**config.mk**
```make
export PLATFORM = sky130hd
export DESIGN_NAME = ppu_pack_flat
export DESIGN_NICKNAME = d
export VERILOG_FILES = /design/src/rtl/ppu_pack_if.sv /design/src/rtl/ppu_pack.sv /design/src/flat_wrapper.sv
export SDC_FILE = /design/constraint.sdc
export NUM_CORES = 1
export LEC_CHECK = 0
export BUFFER_PORTS_ARGS = -buffer_cell sky130_fd_sc_hd__buf_4
export CORE_MARGIN = 3
export CORE_UTILIZATION = 55
export CTS_CLUSTER_SIZE = 16
export DETAILED_ROUTE_END_ITERATION = 8
export MAX_ROUTING_LAYER = met4
export PLACE_DENSITY = 0.77
export SLEW_MARGIN = 20
export SYNTH_ARGS = -nofsm -noshare
export SYNTH_HDL_FRONTEND = slang
export SYNTH_SLANG_ARGS = --single-unit
```
**constraint.sdc**
```tcl
create_clock -name clk -period 3.7 [get_ports clk]
set_input_delay 0.37 -clock clk [delete_from_list [all_inputs] [get_ports clk]]
set_output_delay 0.37 -clock clk [all_outputs]
set_load 0.005 [all_outputs]
```
**src/rtl/ppu_pack_if.sv**
```systemverilog
// Stream bundle for ppu_pack: quantized bytes in, packed words out.
// Handshake: a transfer happens on a rising edge where valid and ready are both high; valid never waits on ready.
interface ppu_pack_if #(
    parameter int OUT_BYTES = 4
);
    logic                   in_valid;
    logic [7:0]             in_data;
    logic                   in_last;
    logic                   in_ready;
    logic                   out_valid;
    logic [8*OUT_BYTES-1:0] out_data;
    logic [OUT_BYTES-1:0]   out_strb;
    logic                   out_last;
    logic                   out_ready;
    logic [15:0]            word_cnt;

    modport master (
        output in_valid, in_data, in_last, out_ready,
        input  in_ready, out_valid, out_data, out_strb, out_last, word_cnt
    );

    modport slave (
        input  in_valid, in_data, in_last, out_ready,
        output in_ready, out_valid, out_data, out_strb, out_last, word_cnt
    );
endinterface

```
**src/rtl/ppu_pack.sv**
```systemverilog
// Packs uint8 bytes into little-endian OUT_BYTES-wide words; a tile's last byte
// closes a short word with a partial strobe. One-deep output register, no bubbles.
module ppu_pack #(
    parameter int OUT_BYTES = 4
) (
    input  logic       clk,
    input  logic       rst,
    ppu_pack_if.slave  bus
);
    localparam int W      = 8 * OUT_BYTES;
    localparam int FILL_W = $clog2(OUT_BYTES);
    localparam logic [FILL_W-1:0] LAST_LANE = FILL_W'(OUT_BYTES - 1);

    if (!(OUT_BYTES == 2 || OUT_BYTES == 4 || OUT_BYTES == 8)) begin : g_bad_out_bytes
        $error("ppu_pack: OUT_BYTES must be 2, 4 or 8");
    end

    logic [FILL_W-1:0]    fill_q, fill_d;
    logic [W-1:0]         stage_q, stage_d;
    logic                 out_valid_q, out_valid_d;
    logic [W-1:0]         out_data_q, out_data_d;
    logic [OUT_BYTES-1:0] out_strb_q, out_strb_d;
    logic                 out_last_q, out_last_d;
    logic [15:0]          word_cnt_q, word_cnt_d;

    logic                 in_ready;
    logic                 accept;
    logic                 handoff;
    logic                 complete;
    logic [W-1:0]         merged;
    logic [OUT_BYTES-1:0] strb_fill;

    // The output slot is free when empty or being drained this very edge.
    assign in_ready = !out_valid_q || bus.out_ready;
    assign accept   = bus.in_valid && in_ready;
    assign handoff  = out_valid_q && bus.out_ready;
    assign complete = accept && ((fill_q == LAST_LANE) || bus.in_last);

    // Staging lanes above the fill point are always zero, so merged is the
    // finished word with its unused upper lanes already cleared.
    always_comb begin
        merged    = stage_q;
        strb_fill = '0;
        for (int k = 0; k < OUT_BYTES; k++) begin
            if (fill_q == FILL_W'(k)) begin
                merged[8*k +: 8] = bus.in_data;
            end
            if (FILL_W'(k) <= fill_q) begin
                strb_fill[k] = 1'b1;
            end
        end
    end

    always_comb begin
        fill_d      = fill_q;
        stage_d     = stage_q;
        out_valid_d = out_valid_q;
        out_data_d  = out_data_q;
        out_strb_d  = out_strb_q;
        out_last_d  = out_last_q;
        word_cnt_d  = word_cnt_q;

        if (handoff) begin
            out_valid_d = 1'b0;
            word_cnt_d  = word_cnt_q + 16'd1;
        end

        // A completion in the same edge as a handoff overrides the drop of out_valid.
        if (accept) begin
            if (complete) begin
                fill_d      = '0;
                stage_d     = '0;
                out_valid_d = 1'b1;
                out_data_d  = merged;
                out_strb_d  = strb_fill;
                out_last_d  = bus.in_last;
            end else begin
                fill_d  = fill_q + FILL_W'(1);
                stage_d = merged;
            end
        end
    end

    always_ff @(posedge clk or posedge rst) begin
        if (rst) begin
            fill_q      <= '0;
            stage_q     <= '0;
            out_valid_q <= 1'b0;
            out_data_q  <= '0;
            out_strb_q  <= '0;
            out_last_q  <= 1'b0;
            word_cnt_q  <= '0;
        end else begin
            fill_q      <= fill_d;
            stage_q     <= stage_d;
            out_valid_q <= out_valid_d;
            out_data_q  <= out_data_d;
            out_strb_q  <= out_strb_d;
            out_last_q  <= out_last_d;
            word_cnt_q  <= word_cnt_d;
        end
    end

    assign bus.in_ready  = in_ready;
    assign bus.out_valid = out_valid_q;
    assign bus.out_data  = out_data_q;
    assign bus.out_strb  = out_strb_q;
    assign bus.out_last  = out_last_q;
    assign bus.word_cnt  = word_cnt_q;

    a_strb_nonzero : assert property (@(posedge clk) disable iff (rst)
        out_valid_q |-> (out_strb_q != '0));

    a_hold_stable : assert property (@(posedge clk) disable iff (rst)
        (out_valid_q && !bus.out_ready) |=>
            (out_valid_q && $stable(out_data_q) && $stable(out_strb_q) && $stable(out_last_q)));
endmodule
```
**src/flat_wrapper.sv**
```systemverilog
// flat-port wrapper written by rule: the top's interface ports become plain ports
module ppu_pack_flat 
#(
    parameter int OUT_BYTES = 4
)
  (clk, rst, bus_in_valid, bus_in_data, bus_in_last, bus_out_ready, bus_in_ready, bus_out_valid, bus_out_data, bus_out_strb, bus_out_last, bus_word_cnt);
  ppu_pack_if #(.OUT_BYTES(OUT_BYTES)) bus_i ();
  input  logic clk;
  input  logic rst;
  input wire logic [$bits(bus_i.in_valid)-1:0] bus_in_valid;
  input wire logic [$bits(bus_i.in_data)-1:0] bus_in_data;
  input wire logic [$bits(bus_i.in_last)-1:0] bus_in_last;
  input wire logic [$bits(bus_i.out_ready)-1:0] bus_out_ready;
  output wire logic [$bits(bus_i.in_ready)-1:0] bus_in_ready;
  output wire logic [$bits(bus_i.out_valid)-1:0] bus_out_valid;
  output wire logic [$bits(bus_i.out_data)-1:0] bus_out_data;
  output wire logic [$bits(bus_i.out_strb)-1:0] bus_out_strb;
  output wire logic [$bits(bus_i.out_last)-1:0] bus_out_last;
  output wire logic [$bits(bus_i.word_cnt)-1:0] bus_word_cnt;
  assign bus_i.in_valid = bus_in_valid;
  assign bus_i.in_data = bus_in_data;
  assign bus_i.in_last = bus_in_last;
  assign bus_i.out_ready = bus_out_ready;
  assign bus_in_ready = bus_i.in_ready;
  assign bus_out_valid = bus_i.out_valid;
  assign bus_out_data = bus_i.out_data;
  assign bus_out_strb = bus_i.out_strb;
  assign bus_out_last = bus_i.out_last;
  assign bus_word_cnt = bus_i.word_cnt;
  ppu_pack #(.OUT_BYTES(OUT_BYTES)) u_core (.clk(clk), .rst(rst), .bus(bus_i));
endmodule
```
# --- Yosys cells after proc, flatten, opt, wreduce, memory -nomap -nowiden ---
# Cells that the tools add are included.
classes:
  n_addsub: 2
  magnitude_cmp: 4
  eq_ne: 3
  muxes: 13
  n_reduce_logical: 8
ops:
  columns: ["cell", "n"]
  rows:
  - ["$mux W32", 1]
  - ["$mux W8", 4]
  - ["$add A16 B1 Y16 const B", 1]
  - ["$mux W1", 7]
  - ["$eq A2 B2 Y1 const B", 2]
  - ["$le A1 B2 Y1 const A", 2]
  - ["$le A2 B2 Y1 const A", 2]
  - ["$logic_and A1 B1 Y1", 3]
  - ["$add A2 B1 Y2 const B", 1]
  - ["$eq A2 B1 Y1 const B", 1]
  - ["$logic_not A2 Y1", 1]
  - ["$logic_or A1 B1 Y1", 2]
  - ["$mux W2", 1]
  - ["$reduce_and A2 Y1", 1]
  - ["$logic_not A1 Y1", 1]
totals:
  register_bits: 88
  in_bits: 13

# --- Longest topological paths before layout ---
# Gate-level depths: netlist of the first run.
depth:
  depth_word: 6
  depth_mapped: 7

# --- Worst setup path after synthesis of the first run ---
# Ideal clock, no wire load.
synth_path:
  path_kind: "reg-to-reg"
  startpoint: "reg u_core.fill_q[0]"
  endpoint: "reg u_core.out_strb_q[1] (netlist: u_core.bus.out_strb[1])"
  arrival_time_ps: 1347
  t_required_ps: 3574
  slack_ps: 2228
  path_stages_with_launch: 7
  path_buffers: 2
  period_less_slack_ps: 1472
  path_cell_list: "dfrtp_1 ha_1 or2_4 nand3_2 buf_2 buf_4 o21ai_0"
synth_between:
  elab_chain_cells: 4
synth_rtl:
  columns: ["element", "line_no", "text"]
  rows:
  - ["start: declaration", "ppu_pack.sv:18", "logic [FILL_W-1:0] fill_q, fill_d;"]
  - ["start signal: assignment", "ppu_pack.sv:94", "fill_q <= fill_d;"]
  - ["$eq A2 B2 Y1", "ppu_pack.sv:37", "assign complete = accept && ((fill_q == LAST_LANE) || bus.in_last);"]
  - ["$logic_or A1 B1 Y1", "ppu_pack.sv:37", null]
  - ["$logic_and A1 B1 Y1", "ppu_pack.sv:37", null]
  - ["$reduce_and A2 Y1 (no source line)", null, null]
  - ["end signal: assignment", "ppu_pack.sv:98", "out_strb_q <= out_strb_d;"]
  - ["end: declaration", "ppu_pack.sv:22", "logic [OUT_BYTES-1:0] out_strb_q, out_strb_d;"]
# Several ways; a longest one is shown, not always the timed one.
# A chain may end at the register's enable or synchronous reset.

# --- Final worst setup path of the first run ---
layout_path:
  startpoint: "reg u_core.fill_q[1]"
  endpoint: "reg u_core.out_data_q[24] (netlist: u_core.bus.out_data[24])"
layout_between:
  elab_chain_cells: 4
layout_rtl:
  columns: ["element", "line_no", "text"]
  rows:
  - ["$eq A2 B2 Y1 *", "ppu_pack.sv:37, ppu_pack.sv:45", null]
  - ["$logic_or A1 B1 Y1", "ppu_pack.sv:37", null]
  - ["$logic_and A1 B1 Y1", "ppu_pack.sv:37", null]
  - ["$reduce_and A2 Y1 (no source line)", null, null]
  - ["end signal: assignment", "ppu_pack.sv:97", "out_data_q <= out_data_d;"]
  - ["end: declaration", "ppu_pack.sv:21", "logic [W-1:0] out_data_q, out_data_d;"]
# Every way passes the cells marked *; elsewhere a longest branch is shown, timed or not.

==> results of run 1 <==
critical path: stages, from the launching register on:
cell	delay, ns
dfrtp_1	0.39
ha_1	0.56
or2_4	0.26
nand3_2	0.48
buf_4	0.46
nand2_1	0.10
o21ai_0	0.08
cell usage after synthesis (2+ instances only):
| library cell | instances |
|---|---|
| a22o_1 | 26 |
| and2_1 | 8 |
| and3_1 | 5 |
| buf_2 | 7 |
| buf_4 | 2 |
| buf_6 | 3 |
| clkbuf_1 | 4 |
| dfrtp_1 | 88 |
| ha_1 | 6 |
| inv_1 | 5 |
| mux2i_1 | 32 |
| nand2_1 | 42 |
| nand3_1 | 10 |
| nand3_2 | 2 |
| nand4_1 | 2 |
| nor2_1 | 5 |
| nor4_1 | 2 |
| o21ai_0 | 36 |
| o21ai_2 | 2 |
| xnor2_1 | 11 |
| xor2_1 | 4 |
area by class of cell:
cell class	count	area [um^2]	share of cell area, %
Multi-Input combinational cell	202	1396	31.52
Clock inverter	5	56.30	1.271
Timing Repair Buffer	69	518.0	11.69
Inverter	5	20.02	0.4518
Sequential cell	88	2202	49.70
Tap cell	77	96.34	2.175
Clock buffer	11	141.4	3.191
report_power, final:
| group | total [mW] | switching (mW) | internal (mW) | leakage, nW |
|---|---|---|---|---|
| sequential | 1.25 | 0.119 | 1.13 | 1.17 |
| combinational | 0.601 | 0.283 | 0.318 | 0.885 |
| clock | 0.653 | 0.323 | 0.330 | 0.0993 |
worst paths after layout:
path                                                     start                             endpoint  cells past startpoint
setup / recovery                  u_core.fill_q[1]$_DFFE_PP0P_  u_core.bus.out_data[24]$_DFFE_PP0P_                      6
hold / removal                                             rst       u_core.stage_q[10]$_DFFE_PP0P_                      2
setup reg to reg                  u_core.fill_q[1]$_DFFE_PP0P_  u_core.bus.out_data[24]$_DFFE_PP0P_                      6
hold reg to reg            u_core.bus.word_cnt[15]$_DFFE_PP0P_  u_core.bus.word_cnt[15]$_DFFE_PP0P_                      1
max in group asynchronous                                  rst  u_core.bus.out_data[28]$_DFFE_PP0P_                      3
min in group clk                                   bus_in_last      u_core.bus.out_last$_DFFE_PP0P_                      2
per-stage QoR:
step                      worst slack [ns]  power [mW]  utilization (%)
after floorplan                      1.051       1.581                -
after global placement               1.320       1.853            65.54
after detailed placement             1.261       1.875            65.54
after CTS                            1.241       2.527            68.60
after global routing                0.9603       2.659            68.60
final                                1.223       2.502            68.60
kinds of logic (layout without fill, tap and decap cells):
logic type / Yosys count / count (layout) / synth area share [%]
buffers and inverters: 21 / 90 / 3.165
AND/OR/NAND/NOR: 83 / 83 / 11.52
multiplexers: 33 / 33 / 8.923
AO/OA/AOI/OAI: 65 / 65 / 11.58
XOR/XNOR: 15 / 15 / 3.535
flip-flops: 88 / 88 / 59.26
adder cells (fa/ha/maj): 6 / 6 / 2.020
per-layer routing:
layer	GRT usage (%)	wire, um	vias to the layer above
met1	31.02	3486	1238
met5	-	0	-
met4	7.830	93	0
met3	3.575	389	10
li1	-	-	1218
met2	31.27	3579	60
flip-flops by register name, indices dropped and copies added (netlist names):
register,cells
u_core.bus.word_cnt,16
u_core.bus.out_valid,1
u_core.bus.out_last,1
u_core.stage_q,32
u_core.fill_q,2
u_core.bus.out_data,32
u_core.bus.out_strb,4
==> results.cfg, run 1 <==
[outcome]
outcome = complete, no violations

[timing]
slew_violations = 0
clock.fmax_mhz = 403.7
skew_ns = 0.008986
tns_ns = 0
min_period_ns = 2.477
rsz0062_at_grt = false
min_period_over_period_pct = 66.95
hold-worst-slack_ns = 0.1209
worst_pin_slew_ns = 0.7556
finalSetupViolCount = 0
maxSlewHeadroom_pct = 49.63
final_hold_viol_count = 0

[final_layout]
area_delta_synth_final_pct = 19.23
final_cell_mix = 88 x dfrtp_1, 69 x buf_4, 42 x nand2_1
diodes = 0
finalNetCount = 394
finalInstanceArea_mm2 = 0.004431
final_cells = 457
layout_commonest_cell = dfrtp_1
num-fill-cells = 490
drive_gt1_share_pct = 25.00

[routing]
via_count = 2526
routed_wl_mm = 7.549
vias_per_cell = 5.527
antenna_left = 0
remaining_drc_errors = 0
wire_per_inst_um = 16.52
drt_iter0_markers = 172
dr.pass1.iters = 4

[cts]
holdBufCountCts = 0
clock_latency_ns = 0.35
cts-root-buf = clkbuf_8
cts_tree = built
htree_levels = 3
cts_made_buffers = 9
clk_pin_slew_ns = 0.09
clk_path_buf_depth = 2
cts_sinks = 88
cts_resized = 0
post-cts-setup-buffers = 0

[synth]
synthDistinctLibCells = 30
synth_edf_count = 0
seq_area_frac_synth_pct = 59.26
ys_ff_latch = 88
synth_top_area_share_pct = 59.26
ys.flop_type = dfrtp_1
syn-num-nets = 330
syn_area_per_cell_um2 = 11.95
async_flop_share_pct = 100.0
synth_top_area_cell = dfrtp_1
synthCells = 311
syn_area_mm2 = 0.003716
netlist_top_cells_area = dfrtp_1 59%, mux2i_1 8.6%, a22o_1 6.1%, o21ai_0 4.8%, nand2_1 4.2%
yosysWarnings = 0

[global_route]
grt-ovfl-total = 0
antenna_found_initial = 0
grt_use_total_pct = 21.65
grt_max_degree = 46
grt_pass1_wl_mm = 12.34
grt_pass1_vias = 2437

[worst_setup_path]
critPathLaunchType = flip-flop
critPathArrivalTime_ns = 2.69
crit_type = reg -> reg
required_ns = 3.91
crit_fanout = 43
end_kind = flip-flop
reg2reg_slack_ns = 1.22

[placed_design]
placed_area_mm2 = 0.004233
dpl.hpwl_mm = 5.183
place_inst = 441
gp_routability_congestion = 0.8103
port_buffers = 67

[pwr]
powerDensity_mw_per_mm2 = 564.8
ir_worst_vdd_v = 0.0003330
power_leakage_nw = 2.151

[floorplanning]
row_count = 29
core_mm2 = 0.006459
die_h_um = 88.20
die_area_mm2 = 0.007778
start_util_pct = 57.54
die_x_um = 88.20
ios = 68

[job]
drv_cap = 0

[hold_path]
hp-class = in -> async
No activity file was read; power rests on OpenSTA's default activity.
==> run 2: changes to the inputs <==
--- a/config.mk
+++ b/config.mk
@@ -5,13 +5,14 @@
 export SDC_FILE = /design/constraint.sdc
 export NUM_CORES = 1
 export LEC_CHECK = 0
+export ABC_AREA = 1
 export BUFFER_PORTS_ARGS = -buffer_cell sky130_fd_sc_hd__buf_4
 export CORE_MARGIN = 3
-export CORE_UTILIZATION = 55
+export CORE_UTILIZATION = 56
 export CTS_CLUSTER_SIZE = 16
 export DETAILED_ROUTE_END_ITERATION = 8
 export MAX_ROUTING_LAYER = met4
-export PLACE_DENSITY = 0.77
+export PLACE_DENSITY = 0.78
 export SLEW_MARGIN = 20
 export SYNTH_ARGS = -nofsm -noshare
 export SYNTH_HDL_FRONTEND = slang
==> constraint.sdc (replaced) <==
create_clock -name clk -period 2.6 [get_ports clk]
set_input_delay 0.26 -clock clk [delete_from_list [all_inputs] [get_ports clk]]
set_output_delay 0.26 -clock clk [all_outputs]
set_load 0.005 [all_outputs]
==> run 2 against run 1 <==
- design area is 7.0% higher
- global-route usage grew 1.3 points
- worst setup slack lost 0.53 ns
- synthesized area rose by 6.6%
- clock-buffer cell count increased by 2
- flip-flop and latch count unchanged
- critical path depth grew 2
- utilization grew 0.78 points
- critical endpoint is now u_core.bus.out_data[26]$_DFFE_PP0P_
==> results.cfg, run 2 <==
[cts]
cts_sinks = 88
htree_levels = 3
clk_pin_slew_ns = 0.08
post-cts-setup-buffers = 0
cts_made_buffers = 9
cts_tree = built
clock_latency_ns = 0.35
cts_resized = 0
holdBufCountCts = 1
cts-root-buf = clkbuf_8
clk_path_buf_depth = 2

[pwr]
p_comb_share_pct = 25.4
p_int_mw = 2.541
p_sw_share_pct = 30.28
ir_worst_vdd_v = 0.0003608
clkPwrFrac_pct = 25.9
p_seq_share_pct = 48.6
switchingPower_mw = 1.103
power_leakage_nw = 2.534
powerDensity_mw_per_mm2 = 768.8

[floorplanning]
ios = 68
die_h_um = 90.11
start_util_pct = 57.99
die_area_mm2 = 0.008119
core_mm2 = 0.006832
row_count = 30
die_x_um = 90.11

[routing]
vias_per_cell = 5.055
remaining_drc_errors = 0
wire_per_inst_um = 13.51
dr.pass1.iters = 5
routed_wl_mm = 8.414
antenna_left = 0
via_count = 3149
drt_iter0_markers = 257

[hold_path]
min_from = bus_in_last
hp-class = in -> reg

[timing]
final_hold_viol_count = 0
slew_violations = 0
tns_ns = 0
finalSetupViolCount = 0
rsz0062_at_grt = false
min_period_ns = 1.906
hold-worst-slack_ns = 0.1967
min_period_over_period_pct = 73.32
skew_ns = 0.008341
maxSlewHeadroom_pct = 68.32
worst_pin_slew_ns = 0.4752
clock.fmax_mhz = 524.6

[final_layout]
drive_gt1_share_pct = 20.11
final_cells = 623
final_cell_mix = 151 x nand2_1, 88 x dfrtp_1, 74 x buf_4
diodes = 0
finalNetCount = 541
area_delta_synth_final_pct = 19.65
layout_commonest_cell = nand2_1

[synth]
seq_area_frac_synth_pct = 55.59
synth_edf_count = 0
syn_area_per_cell_um2 = 8.725
ys_ff_latch = 88
async_flop_share_pct = 100.0
ys.flop_type = dfrtp_1
yosysWarnings = 0
syn-num-nets = 473
syn_area_mm2 = 0.003961
yosysMostFrequentCell = nand2_1
synthDistinctLibCells = 25
synth_common_cells = 151 x nand2_1, 88 x dfrtp_1, 53 x inv_1, 53 x o21ai_0, 33 x nand3_1
synth_top_area_share_pct = 55.59
netlist_top_cells_area = dfrtp_1 56%, nand2_1 14%, o21ai_0 6.7%, inv_1 5.0%, nand3_1 4.2%
synth_top_area_cell = dfrtp_1
synthCells = 454

[worst_setup_path]
regToRegStartpoint = u_core.fill_q[0]$_DFFE_PP0P_
critPathLaunchType = flip-flop
crit_fanout = 28
required_ns = 2.87
end_kind = flip-flop
critPathArrivalTime_ns = 2.18
cp-startpoint = u_core.fill_q[0]$_DFFE_PP0P_
crit_type = reg -> reg
reg2reg_slack_ns = 0.69

[outcome]
outcome = complete, no violations

[placed_design]
place_inst = 606
dpl.hpwl_mm = 5.917
gp_routability_congestion = 0.7855
port_buffers = 67

[global_route]
grt_pass1_vias = 2983
grt-ovfl-total = 0
antenna_found_initial = 0
grt_use_total_pct = 22.91
grt_pass1_wl_mm = 14.55
grt_max_degree = 53

[job]
drv_cap = 0
[run 2: cell count changes in the layout (fill, tap and decap cells not counted), moves of 7 or more]
cell / previous run / this run
nand2_1: 42 / 151
inv_1: 4 / 52
a22o_1: 26 / 0
mux2i_1: 32 / 7
nand3_1: 10 / 33
o21ai_0: 36 / 53
nor2_1: 5 / 14
xnor2_1: 11 / 2
and2_1: 8 / 1
[run 2: final timing paths]
| kind | to | cells past startpoint |
|---|---|---|
| worst max-delay path | u_core.bus.out_data[26]$_DFFE_PP0P_ | 8 |
| worst min-delay path | u_core.bus.out_last$_DFFE_PP0P_ | 3 |
| worst max register to register | u_core.bus.out_data[26]$_DFFE_PP0P_ | 8 |
| worst min register to register | u_core.stage_q[28]$_DFFE_PP0P_ | 2 |
| max in group asynchronous | u_core.fill_q[0]$_DFFE_PP0P_ | 4 |
| min in group asynchronous | u_core.bus.out_data[12]$_DFFE_PP0P_ | 3 |
[run 2: cell families after synthesis]
logic type      after synthesis  synth area share (%)
compound gates               62                 8.939
xor+xnor                     11                 2.432
fa+ha+maj                     6                 1.895
buf+inv                      73                 7.928
flops                        88                 55.59
mux                           8                 2.053
simple gates                206                 21.16
[run 2: layout make-up]
type	instances	area (um^2)
multi-input cells	293	1445
inverters	55	207.7
repair buffers	75	565.5
fillers	580	2092
flip-flops and latches	88	2202
well taps	96	120.1
clock inverters	3	40.04
clock buffers	13	158.9
[run 2: worst max-delay path: stages, from the launching register on]
cell and delay (ns):
dfrtp_1 0.40, ha_1 0.20, buf_4 0.19, nand2_2 0.12, nand2_4 0.19, inv_2 0.25, buf_4 0.30, nand2_1 0.10
o21ai_2 0.07
[run 2: power groups by stage]
stage | registers (mW) | clock network [mW] | logic (mW)
3_3_place_gp | 1.79 | 0 | 0.895
6_report | 1.77 | 0.946 | 0.927
2_1_floorplan | 1.79 | 0 | 0.498
4_1_cts | 1.77 | 0.960 | 0.937
5_1_grt | 1.81 | 1.02 | 1.06
3_5_place_dp | 1.80 | 0 | 0.934
[run 2: per-layer routing]
metal  vias to the layer above  routed length, um  GRT usage [%]
met5                         -                  0              -
met4                         0                193          9.949
met3                        17                408          3.598
met2                        93               3927          33.54
met1                      1494               3884          32.00
li1                       1545                  -              -
[run 2: metrics by stage]
stage	instance area [um^2]	util, %	setup WS [ns]	total power [mW]
floorplan	3961	-	0.06145	2.289
global placement	4531	66.32	0.7639	2.686
detailed placement	4531	66.32	0.6887	2.730
CTS	4740	69.38	0.6642	3.669
global route	4740	69.38	0.5227	3.889
finish	4740	69.38	0.6937	3.644
==> run 3: changes to the inputs <==
--- a/config.mk
+++ b/config.mk
@@ -8,11 +8,11 @@
 export ABC_AREA = 1
 export BUFFER_PORTS_ARGS = -buffer_cell sky130_fd_sc_hd__buf_4
 export CORE_MARGIN = 3
-export CORE_UTILIZATION = 56
+export CORE_UTILIZATION = 50
 export CTS_CLUSTER_SIZE = 16
 export DETAILED_ROUTE_END_ITERATION = 8
 export MAX_ROUTING_LAYER = met4
-export PLACE_DENSITY = 0.78
+export PLACE_DENSITY = 0.73
 export SLEW_MARGIN = 20
 export SYNTH_ARGS = -nofsm -noshare
 export SYNTH_HDL_FRONTEND = slang
==> constraint.sdc (replaced) <==
create_clock -name clk -period 1.7 [get_ports clk]
set_input_delay 0.17 -clock clk [delete_from_list [all_inputs] [get_ports clk]]
set_output_delay 0.17 -clock clk [all_outputs]
set_load 0.005 [all_outputs]
==> run 3 against run 2 <==
- wire length up 5.5%
- global-route usage down 1.1 points
- first-iteration DRC count down 44%
- utilization down 4.6 points
- sequential share of layout area down 1.0 points
- critical path type unchanged
- flip-flop and latch count unchanged
- sequential power up 53%
- register-to-register slack worse by 0.52 ns
- non-clock buffer count up 3
- die area up 11%
- highest routed layer unchanged
==> results.cfg, run 3 (synthesis results as in run 2) <==
[outcome]
outcome = complete, no violations

[worst_setup_path]
crit_type = reg -> reg
end_kind = flip-flop
crit_fanout = 49
critPathArrivalTime_ns = 1.81
critPathLaunchType = flip-flop
required_ns = 1.99

[final_layout]
final_cell_mix = 151 x nand2_1, 88 x dfrtp_1, 73 x buf_4
final_cells = 629
area_delta_synth_final_pct = 22.36
layout_commonest_cell = nand2_1
drive_gt1_share_pct = 20.94
num-fill-cells = 617
finalNetCount = 544
diodes = 0

[timing]
final_hold_viol_count = 0
skew_ns = 0.01270
slew_violations = 0
finalSetupViolCount = 0
maxSlewHeadroom_pct = 70.40
rsz0062_at_grt = false
worst_pin_slew_ns = 0.4441
tns_ns = 0
min_period_over_period_pct = 89.52
clock.fmax_mhz = 657.1
min_period_ns = 1.522

[placed_design]
place_inst = 612
gp_routability_congestion = 0.7388
port_buffers = 67
dpl.hpwl_mm = 6.007

[pwr]
power_leakage_nw = 2.576
switchingPower_mw = 1.798
clkPwrFrac_pct = 28.2
powerDensity_mw_per_mm2 = 1204
p_seq_share_pct = 46.4
ir_worst_vdd_v = 0.0007267
p_int_mw = 4.040
p_sw_share_pct = 30.79
p_comb_share_pct = 25.4

[routing]
drt_iter0_markers = 143
via_count = 3162
dr.pass1.iters = 5
wire_per_inst_um = 14.11
vias_per_cell = 5.027
antenna_left = 0
routed_wl_mm = 8.875
remaining_drc_errors = 0

[global_route]
antenna_found_initial = 0
grt_pass1_vias = 3133
grt_max_degree = 53
grt_pass1_wl_mm = 14.72
grt_use_total_pct = 21.82
grt-ovfl-total = 0

[job]
drv_cap = 0

[cts]
cts-root-buf = clkbuf_8
htree_levels = 3
cts_sinks = 88
clk_pin_slew_ns = 0.10
cts_made_buffers = 9
clk_path_buf_depth = 2
post-cts-setup-buffers = 0
cts_tree = built
clock_latency_ns = 0.36

[floorplanning]
start_util_pct = 52.92
core_mm2 = 0.007486
row_count = 31
die_area_mm2 = 0.009027
die_x_um = 95.01
ios = 68
die_h_um = 95.01

[hold_path]
hp-class = in -> reg
## run 3: worst paths after layout
check	from	end	slack [ns]	cells past startpoint
hold reg to reg	u_core.stage_q[25]$_DFFE_PP0P_	u_core.stage_q[25]$_DFFE_PP0P_	0.47	2
hold / removal	bus_in_last	u_core.bus.out_last$_DFFE_PP0P_	0.1	3
min in group asynchronous	rst	u_core.bus.out_valid$_DFF_PP0_	0.27	3
max in group asynchronous	rst	u_core.stage_q[16]$_DFFE_PP0P_	0.96	4
setup reg to reg	u_core.fill_q[1]$_DFFE_PP0P_	u_core.bus.out_data[26]$_DFFE_PP0P_	0.18	7
setup / recovery	u_core.fill_q[1]$_DFFE_PP0P_	u_core.bus.out_data[26]$_DFFE_PP0P_	0.18	7
## run 3: worst max-delay path: stages, from the launching register on
cell	delay, ns
dfrtp_1	0.42
ha_1	0.22
nand2_2	0.11
nand2_4	0.14
inv_2	0.14
buf_12	0.25
nand2_1	0.10
o21ai_2	0.06
## run 3: layer usage
layer	vias up	wire length, um	global-route usage [%]
met5	-	0	-
met4	0	73	5.048
met3	12	520	4.736
met2	89	4455	36.93
met1	1500	3826	26.96
li1	1561	-	-
## run 3: cell type report
| class | instances | area, um^2 | share of cell area (%) |
|---|---|---|---|
| Sequential cell | 88 | 2202 | 45.43 |
| Clock inverter | 6 | 90.09 | 1.859 |
| Tap cell | 99 | 123.9 | 2.556 |
| Multi-Input combinational cell | 293 | 1445 | 29.81 |
| Clock buffer | 10 | 137.6 | 2.839 |
| Timing Repair Buffer | 78 | 638.1 | 13.16 |
| Inverter | 55 | 210.2 | 4.337 |
## run 3: repair_timing
action | CTS | global route
gates resized for setup | 0 | 0
endpoints found under the setup margin | 0 | 0
hold buffers | 1 | 0
endpoints found under the hold margin | 88 | 0
## run 3: through the flow
stage | utilization, % | instance area (um^2) | setup WS (ns) | hold slack, ns | total power [mW]
after floorplan | - | 3965 | 0.2589 | 0.3278 | 3.502
after global placement | 61.57 | 4609 | 0.2522 | 0.07447 | 4.169
after detailed placement | 61.57 | 4609 | 0.2053 | 0.08262 | 4.239
after CTS | 64.75 | 4847 | 0.1692 | 0.09388 | 5.889
after global routing | 64.75 | 4847 | 0.03810 | 0.09375 | 6.217
final | 64.75 | 4847 | 0.1782 | 0.09911 | 5.838
## run 3: power by group through the flow
stage / clock network, mW / registers, mW / logic [mW]
2_1_floorplan: 0 / 2.74 / 0.762
3_3_place_gp: 0 / 2.73 / 1.44
3_5_place_dp: 0 / 2.74 / 1.49
4_1_cts: 1.67 / 2.71 / 1.51
5_1_grt: 1.77 / 2.76 / 1.68
6_report: 1.65 / 2.71 / 1.48
